<file path="src/rtl/serial_char_rx.sv">
// 8N1 serial receiver: deserialises one LSB-first character per frame into a one-entry holding register.
// Latency: char_valid rises HALF_BIT + 9*CLKS_PER_BIT + 1 cycles after the synchronised start edge.
// Backpressure: char_valid/char_ready handshake; a frame completing into a full register is dropped and flags overrun.
module serial_char_rx #(
    parameter int CLKS_PER_BIT = 16
) (
    input  logic       clk,
    input  logic       rst_n,
    input  logic       rx,
    output logic [7:0] char_out,
    output logic       char_valid,
    input  logic       char_ready,
    output logic       frame_err,
    output logic       overrun,
    input  logic       clr_status,
    output logic       busy
);

    localparam int HALF_BIT = CLKS_PER_BIT / 2;
    localparam int CNT_W    = $clog2(CLKS_PER_BIT);
    localparam logic [CNT_W-1:0] LAST_HALF = CNT_W'(HALF_BIT - 1);
    localparam logic [CNT_W-1:0] LAST_BIT  = CNT_W'(CLKS_PER_BIT - 1);

    typedef enum logic [2:0] {IDLE, START, DATA, STOP, BREAK} state_t;

    state_t           state_q, state_d;
    logic [CNT_W-1:0] cnt_q, cnt_d;
    logic [2:0]       idx_q, idx_d;
    logic [7:0]       shift_q, shift_d;
    logic             rx_meta, rx_s;
    logic             good_frame, bad_frame;
    logic             load, consume;

    // Sync flops reset high so a reset never looks like a start bit.
    always_ff @(posedge clk or negedge rst_n) begin
        if (!rst_n) begin
            rx_meta <= 1'b1;
            rx_s    <= 1'b1;
        end else begin
            rx_meta <= rx;
            rx_s    <= rx_meta;
        end
    end

    always_ff @(posedge clk or negedge rst_n) begin
        if (!rst_n) begin
            state_q <= IDLE;
            cnt_q   <= '0;
            idx_q   <= '0;
            shift_q <= '0;
        end else begin
            state_q <= state_d;
            cnt_q   <= cnt_d;
            idx_q   <= idx_d;
            shift_q <= shift_d;
        end
    end

    always_comb begin
        state_d    = state_q;
        cnt_d      = cnt_q;
        idx_d      = idx_q;
        shift_d    = shift_q;
        good_frame = 1'b0;
        bad_frame  = 1'b0;
        case (state_q)
            IDLE: begin
                cnt_d = '0;
                if (!rx_s) state_d = START;
            end
            START: begin
                if (cnt_q == LAST_HALF) begin
                    cnt_d = '0;
                    idx_d = '0;
                    state_d = rx_s ? IDLE : DATA;
                end else begin
                    cnt_d = cnt_q + 1'b1;
                end
            end
            DATA: begin
                if (cnt_q == LAST_BIT) begin
                    cnt_d          = '0;
                    shift_d[idx_q] = rx_s;
                    if (idx_q == 3'd7) state_d = STOP;
                    else               idx_d   = idx_q + 1'b1;
                end else begin
                    cnt_d = cnt_q + 1'b1;
                end
            end
            STOP: begin
                if (cnt_q == LAST_BIT) begin
                    cnt_d = '0;
                    if (rx_s) begin
                        good_frame = 1'b1;
                        state_d    = IDLE;
                    end else begin
                        bad_frame = 1'b1;
                        state_d   = BREAK;
                    end
                end else begin
                    cnt_d = cnt_q + 1'b1;
                end
            end
            BREAK: begin
                if (rx_s) state_d = IDLE;
            end
            default: state_d = IDLE;
        endcase
    end

    // A register being drained in the delivery cycle can accept the new byte.
    assign consume = char_valid & char_ready;
    assign load    = good_frame & (~char_valid | char_ready);
    assign busy    = (state_q != IDLE);

    always_ff @(posedge clk or negedge rst_n) begin
        if (!rst_n) begin
            char_out   <= 8'h00;
            char_valid <= 1'b0;
            frame_err  <= 1'b0;
            overrun    <= 1'b0;
        end else begin
            if (load) begin
                char_out   <= shift_q;
                char_valid <= 1'b1;
            end else if (consume) begin
                char_valid <= 1'b0;
            end
            if (bad_frame)               frame_err <= 1'b1;
            else if (clr_status)         frame_err <= 1'b0;
            if (good_frame && !load)     overrun   <= 1'b1;
            else if (clr_status)         overrun   <= 1'b0;
        end
    end

endmodule

</file>
<file path="config.mk">
export PLATFORM = sky130hd
export DESIGN_NAME = serial_char_rx
export DESIGN_NICKNAME = d
export VERILOG_FILES = /design/src/rtl/serial_char_rx.sv
export SDC_FILE = /design/constraint.sdc
export NUM_CORES = 1
export LEC_CHECK = 0
export CAP_MARGIN = 30
export CORE_ASPECT_RATIO = 0.5
export CORE_MARGIN = 5
export CORE_UTILIZATION = 50
export CTS_BUF_LIST = sky130_fd_sc_hd__clkbuf_4 sky130_fd_sc_hd__clkbuf_8
export DETAILED_ROUTE_END_ITERATION = 16
export GPL_TIMING_DRIVEN = 0
export PLACE_DENSITY = 0.72
export RECOVER_POWER = 100
export SLEW_MARGIN = 0
export SYNTH_ARGS = -nofsm -noshare
export SYNTH_HDL_FRONTEND = slang
export SYNTH_SLANG_ARGS = --single-unit
</file>
<file path="constraint.sdc">
create_clock -name clk -period 2.1 [get_ports clk]
set_input_delay 0.42 -clock clk [delete_from_list [all_inputs] [get_ports clk]]
set_output_delay 0.42 -clock clk [all_outputs]
set_load 0.005 [all_outputs]
</file>
* Yosys cells after proc, flatten, opt, wreduce, memory -nomap -nowiden
Cells that the tools add are included.
Cells by class: $add $sub $neg 2, magnitude comparators 2, equal/unequal tests 14, muxes and demuxes 30, bitwise operators 4, reductions and logical operators 14
Operator list (count):
- two-way mux 3 bit | 10
- case mux 3 bit (5 select lines) | 1
- inequality test 2 bit, second input constant | 7
- two-way mux 1 bit | 12
- case mux 4 bit (3 select lines) | 1
- bitwise mux 8 bit | 1
- two-way mux 4 bit | 2
- nonzero test 2 bit | 4
- equality test 3 x 2 -> 1 bit, second input constant | 2
- equality test 3 bit, second input constant | 2
- case mux 3 bit (2 select lines) | 1
- AND reduction 6 bit | 1
- nonzero test 3 bit | 2
- adder 4 x 1 -> 4 bit, second input constant | 1
- equality test 4 x 3 -> 1 bit, second input constant | 1
- equality test 4 bit, second input constant | 1
- < comparator 3 x 4 -> 1 bit, second input constant | 1
- AND reduction 4 bit | 1
- adder 3 x 1 -> 3 bit, second input constant | 1
- demux 1 bit (select 3 bit) | 1
- equality test 3 x 1 -> 1 bit, second input constant | 1
- >= comparator 3 x 1 -> 1 bit, second input constant | 1
- zero test 3 bit | 1
- AND 1 bit | 2
- 7 further kinds | 8
Storage, ports and cells: register bits 31, input bits 5, output and inout port bits 12, logic and storage cells 76

* Logic depth before layout (Yosys ltp)
Gate-level depths: netlist of run 1.
word-level depth 7, depth in mapped cells 5, gate-level depth less buffers 5

* Worst setup path before layout of run 1
OpenSTA, ideal clock, no wires.
path type register to register, from register cnt_q[0], to register char_out[0], setup time 125 ps, arrival 1496 ps, data required time 1975 ps, path slack 480 ps, stages on the path, launching flop included 6, path buffers 1, clock period less this slack 1620 ps, path through dfrtp_1 ha_1 buf_4 nand3b_4 nor3b_4 mux2_2
Between the ends: longest elaborated chain between the ends 4
RTL lines:
- from (decl) | line 27 | logic [CNT_W-1:0] cnt_q, cnt_d;
- from (signal assigned) | line 53 | cnt_q <= cnt_d;
- equality test 4 bit | line 91 | if (cnt_q == LAST_BIT) begin
- two-way mux 1 bit | line 91
- two-way mux 1 bit | line 66 | case (state_q)
- AND 1 bit | line 113 | assign load = good_frame & (~char_valid | char_ready);
- to (signal assigned) | line 124 | char_out <= shift_q;
- to (decl) | line 10 | output logic [7:0] char_out,
Every way passes these cells. A chain may end at the register's enable or synchronous reset.

* Final worst setup path of run 1
from register state_q[1], to output busy
Between the ends: longest elaborated chain between the ends 1
RTL lines:
- from (decl) | line 26 | state_t state_q, state_d;
- from (signal assigned) | line 52 | state_q <= state_d;
- nonzero test 3 bit | line 114 | assign busy = (state_q != IDLE);
- to (decl) | line 16 | output logic busy
Every way passes these cells.

==> results by group, run 1 <==
Die
  – I/O pins: 17
  – Initial Utilization: 52.1%
  – # rows: 14
  – Die width: 89.0 µm
  – Die height: 49.5 µm
  – Die Footprint: 0.00441 mm²
  – Core area: 0.00300 mm²

Worst setup path
  – Startpoint Class: flip-flop
  – Levels on crit path: 3
  – CP Max Fanout: 19
  – Slowest CP cell: dfrtp_1
  – Slowest stage delay, CP: 0.40 ns
  – Worst reg2reg path startpoint: cnt_q[0]
  – Crit end category: output pin
  – CP Cell Sequence: clkbuf_2, or3_1, dlymetal6s2s_1
  – Reg2Reg Depth: 5
  – R2r setup slk: 0.22 ns
  – Required time of the critical path: 1.68 ns
  – Cell family with most CP delay: buffers and inverters
  – WS Path Type: reg -> out
  – Signal arrival time at the worst endpoint: 1.48 ns
  – R2R Path End: char_out[6]
  – Worst Path Buf+Inv: 2

Detailed routing
  – WL/cell: 15.4 µm
  – DR iter-0 viols: 87
  – Post-route ant nets: 0
  – Drt drc: 0
  – Routed wire length: 3030 µm
  – First-pass DRT Iterations: 4
  – Via count: 1131
  – Vias per std cell: 5.74

Layout
  – Antenna diode count: 0
  – Synth-to-Final Area Change: 22.6%
  – Most common cell after layout, fill and taps aside: dfrtp_1
  – Nets: 164
  – Most frequent cells in the layout: dfrtp_1, mux2_2, dlygate4sd3_1
  – Layout cell share with drive strength beyond 1: 24.8%
  – Final core occ: 63.9%

GRT
  – First-pass GRT wire length: 5420 µm
  – Global route overflow: 0
  – Initial antenna violation count: 0
  – Pin count of the biggest net entering global routing: 20
  – GRT Util Overall: 16.2%
  – Number of global-route vias before repair: 1110

STA
  – Worst slew margin: 52.2%
  – Endpoints failing setup: 0
  – Clock skew: 0.00269 ns
  – Worst Hold Margin: 0.361 ns
  – Min Tclk post-route: 1.90 ns
  – Setup_tns: 0 ns
  – RSZ-0062 raised after global routing: no
  – Final Hold Fails: 0
  – Final period util: 90.5%
  – Final Max Tran Viols: 0
  – Measured slew at the worst slew-check pin: 0.715 ns
  – Highest clock rate: 0.526 GHz

Place
  – Post-DP HPWL: 2270 µm
  – # port buffers: 16
  – Global placer's final weighted congestion: 0.882

Power
  – P per Cell Area: 976 mW/mm²
  – Pwr Total: 1.87 mW
  – Max rail drop VDD: 0.636 mV
  – Lkg Pwr: 0.893 nW

Yosys
  – Library cells used by synthesis: 45
  – Post-synth EDFFs: 0
  – Asr flop ratio synth: 100%
  – Syn_area_per_cell: 11.7 µm²
  – Mapped Cells: 134
  – Net count after synthesis: 142
  – Post-synthesis cell area: 0.00156 mm²
  – Yosys Warn Count: 0
  – FF+latch count, synth: 31
  – Sequential area share after synthesis: 49.8%
  – Synth Flop Type: dfrtp_1

CTS
  – CTS Sinks: 31
  – Num CTS Buffers: 5
  – # H-tree levels: 2
  – CTS tree: yes
  – Hold-fix buffers at CTS: 0
  – CTS root buffer: clkbuf_8
  – Deepest clock path buffer count: 2
  – Worst-Skew Late Latency: 0.28 ns
  – CTS clock-pin slew for the worst setup and hold paths: 0.07 ns

Hold path
  – Hold EP: rx_s
  – Hold Startpoint: rx_meta
  – Hold Path Class: reg -> reg
  – Cell depth of the worst hold path: 0

Job
  – Max cap viols: 0

Outcome
  – Status: complete, no violations
==> metrics by stage <==
| stage | cell area, µm² | setup WS [ns] | cells |
|---|---|---|---|
| final | 1910 | 0.199 | 197 |
| after global routing | 1910 | 0.0986 | 197 |
| after CTS | 1920 | 0.0257 | 197 |
| after detailed placement | 1800 | 0.0599 | 191 |
| after global placement | 1770 | 0.0549 | 190 |
| after floorplan | 1560 | 0.480 | 134 |
==> logic make-up after synthesis <==
family | Yosys count | share of synthesized area (%)
buffers and inverters | 12 | 4.33
XOR/XNOR | 1 | 0.561
flip-flops | 31 | 49.8
AND/OR/NAND/NOR | 47 | 20.1
AO/OA/AOI/OAI | 23 | 10.6
adder cells (fa/ha/maj) | 3 | 2.40
multiplexers | 17 | 12.2
==> worst max-delay path by stage <==
stage	from	endpoint	slack [ns]
floorplan	cnt_q[0]	char_out[0]	0.48
global placement	state_q[1]	busy	0.05
detailed placement	state_q[1]	busy	0.06
CTS	state_q[1]	busy	0.03
global route	state_q[1]	busy	0.1
finish	state_q[1]	busy	0.20
==> cell type report <==
class / instances / area, µm²
multi-input combinational: 91 / 716
sequential: 31 / 778
tap: 40 / 50.0
clock inverter: 2 / 35.0
timing repair buffer: 18 / 198
inverter: 2 / 7.51
buffer: 7 / 47.5
clock buffer: 6 / 82.6
fill: 230 / 1080
==> metal layers <==
| metal | part of all wire (%) | vias to the layer above | global-route usage (%) |
|---|---|---|---|
| li1 | - | 539 | - |
| met1 | 51 | 567 | 23.8 |
| met2 | 43 | 20 | 22.5 |
| met3 | 4.6 | 5 | 4.66 |
| met4 | 1.5 | 0 | 6.19 |
| met5 | 0 | - | 0 |
==> synth_stat cells (all sizes together) (2+ instances only) <==
cell	number	area [µm²]
nor2b	2	12.5
nor3b	5	53.8
o22ai	2	12.5
nand3b	3	35.0
a32o	2	20.0
a21oi	3	15.0
o211ai	3	22.5
nand3	5	25.0
and3	2	12.5
mux2	16	180
dfrtp	29	726
or3	2	12.5
o21ai	5	25.0
nor2	7	26.3
dfstp	2	52.6
nand2b	3	18.8
clkbuf	3	11.3
nand4	4	31.3
nor3	2	10.0
ha	3	37.5
nand2	5	18.8
nor4	2	12.5
inv	2	7.51
buf	7	48.8
==> power by group <==
group | leakage, nW | switching, mW | internal, mW
Sequential | 0.412 | 0.0596 | 0.661
Combinational | 0.419 | 0.310 | 0.233
Clock | 0.0612 | 0.221 | 0.383
==> state kept, by name, indices dropped and copies added (netlist names), 3 cells and up <==
name      count
char_out      8
cnt_q         4
shift_q       8
state_q       3
idx_q         3
==> what timing repair did <==
action                                  4_1_cts  5_1_grt
gates resized for setup                       2        1
setup buffers                                 1        0
endpoints found under the setup margin        1        1
endpoints found under the hold margin         0        0
No activity file was read; power rests on OpenSTA's default activity.
==> inputs of run 2 (changes only) <==
CORE_UTILIZATION = 30   (was 50)
PLACE_DENSITY = unset   (was 0.72)
==> run 2 against run 1 <==
Effect of this change: clock power fell by 23%; flip-flop and latch count did not move; total power fell by 6.7%; sequential share of layout area fell by 0.16 points; clock skew rose by 0.0031 ns; clock-buffer cell count did not move.
==> results by group, run 2 (same netlist as run 1, synthesis figures left out) <==
Worst setup path
  – WS Path Type: reg -> out
  – Worst reg2reg path startpoint: cnt_q[0]
  – Levels on crit path: 3
  – Startpoint Class: flip-flop
  – Slowest CP cell: dfrtp_1
  – Worst Path Buf+Inv: 2
  – Required time of the critical path: 1.68 ns
  – Reg2Reg Depth: 5
  – R2r setup slk: 0.23 ns
  – Slowest stage delay, CP: 0.38 ns
  – Crit end category: output pin
  – Setup crit start: state_q[1]
  – R2R Path End: char_out[6]
  – Signal arrival time at the worst endpoint: 1.53 ns
  – CP Max Fanout: 19
  – Cell family with most CP delay: buffers and inverters
  – CP Cell Sequence: clkbuf_4, or3_1, dlygate4sd2_1

Layout
  – Largest registers: char_out x8, shift_q x8, cnt_q x4
  – Antenna diode count: 0
  – Reg area: 778 µm²
  – Layout cell share with drive strength beyond 1: 25.5%
  – Nets: 164
  – Synth-to-Final Area Change: 23.1%
  – Non-Filler Instances: 227
  – Most frequent cells in the layout: dfrtp_1, mux2_2, dlygate4sd3_1
  – Cell area after layout: 0.00192 mm²
  – Multi-input logic area: 716 µm²
  – Most common cell after layout, fill and taps aside: dfrtp_1
  – Filler cells: 486

Place
  – Worst slack, placed: 0.0502 ns
  – Post-placement cell area: 0.00184 mm²
  – Global placer's final weighted congestion: 0.856
  – Post-DP HPWL: 2370 µm
  – Placed Cells: 221
  – # port buffers: 16

Hold path
  – Hold EP: rx_s
  – Cell depth of the worst hold path: 0
  – Hold Startpoint: rx_meta
  – Hold Path Class: reg -> reg

GRT
  – First-pass GRT wire length: 5410 µm
  – Initial antenna violation count: 0
  – Global route overflow: 0
  – Number of global-route vias before repair: 1068
  – Pin count of the biggest net entering global routing: 21
  – GRT Util Overall: 10.3%

Die
  – Die height: 61.0 µm
  – Die width: 112 µm
  – Core area: 0.00498 mm²
  – # rows: 18
  – Die Footprint: 0.00684 mm²
  – I/O pins: 17
  – Initial Utilization: 31.4%

STA
  – Worst Hold Margin: 0.360 ns
  – Highest clock rate: 0.514 GHz
  – Final Hold Fails: 0
  – Clock skew: 0.00577 ns
  – Setup_tns: 0 ns
  – Final period util: 92.7%
  – Measured slew at the worst slew-check pin: 0.696 ns
  – Endpoints failing setup: 0
  – Final Max Tran Viols: 0
  – Final worst slack: 0.154 ns
  – RSZ-0062 raised after global routing: no
  – Min Tclk post-route: 1.95 ns
  – Worst slew margin: 53.4%

Detailed routing
  – Via count: 1125
  – First-pass DRT Iterations: 4
  – Post-route ant nets: 0
  – Drt drc: 0
  – DR iter-0 viols: 41
  – Routed wire length: 3190 µm
  – Vias per std cell: 4.96
  – WL/cell: 14.0 µm

CTS
  – CTS Sinks: 31
  – CTS root buffer: clkbuf_8
  – Num CTS Buffers: 5
  – Deepest clock path buffer count: 2
  – CTS clock-pin slew for the worst setup and hold paths: 0.07 ns
  – CTS tree: yes
  – Worst-Skew Late Latency: 0.28 ns
  – # H-tree levels: 2

Power
  – Clock share of power: 26.7%
  – Max rail drop VDD: 0.295 mV
  – P per Cell Area: 907 mW/mm²
  – NetSw: 0.601 mW
  – Comb power frac: 32.1%
  – Switching Share: 34.5%
  – Internal power: 1.14 mW
  – Seq pwr share: 41.2%
  – Lkg Pwr: 0.873 nW

Job
  – Max cap viols: 0

Outcome
  – Status: complete, no violations
run 2: worst max path at each step:
stage	to	slack (ns)
2_1_floorplan	char_out[0]	0.48
4_1_cts	busy	0.19
5_1_grt	busy	0.08
3_3_place_gp	overrun	0.04
3_5_place_dp	busy	0.05
6_report	busy	0.15
run 2: routing by layer:
layer,vias up,global-route usage (%),part of all wire [%],routed length (µm)
li1,546,-,-,-
met3,6,3.63,3.4,108
met2,14,15.2,44,1390
met1,559,14.0,52,1650
met5,-,0,0,0
met4,0,4.11,1.2,38
run 2: repair_timing:
action / in CTS / in global routing
buffers inserted: 1 / 0
hold buffers: 0 / 0
endpoints found under the setup margin: 1 / 0
gates resized for setup: 2 / 0
run 2: stage by stage:
stage / total power, mW / util (%)
after floorplan: 1.13 / -
after global placement: 1.26 / 36.3
after detailed placement: 1.28 / 36.9
after CTS: 1.76 / 38.6
after global routing: 1.86 / 38.6
final: 1.74 / 38.6
run 2: final cells by class:
class | count | share of cell area, %
plain buffers | 7 | 2.60
flip-flops and latches | 31 | 40.5
multi-input cells | 91 | 37.2
clock buffers | 6 | 3.97
clock inverters | 2 | 0.651
inverters | 2 | 0.391
well taps | 70 | 4.56
repair buffers | 18 | 10.1
run 2: power by group through the flow:
stage          logic [mW]  clock network, mW  registers, mW
3_5_place_dp        0.548                  0          0.734
2_1_floorplan       0.408                  0          0.719
6_report            0.560              0.466          0.718
5_1_grt             0.617              0.514          0.724
4_1_cts             0.561              0.481          0.716
3_3_place_gp        0.527                  0          0.735
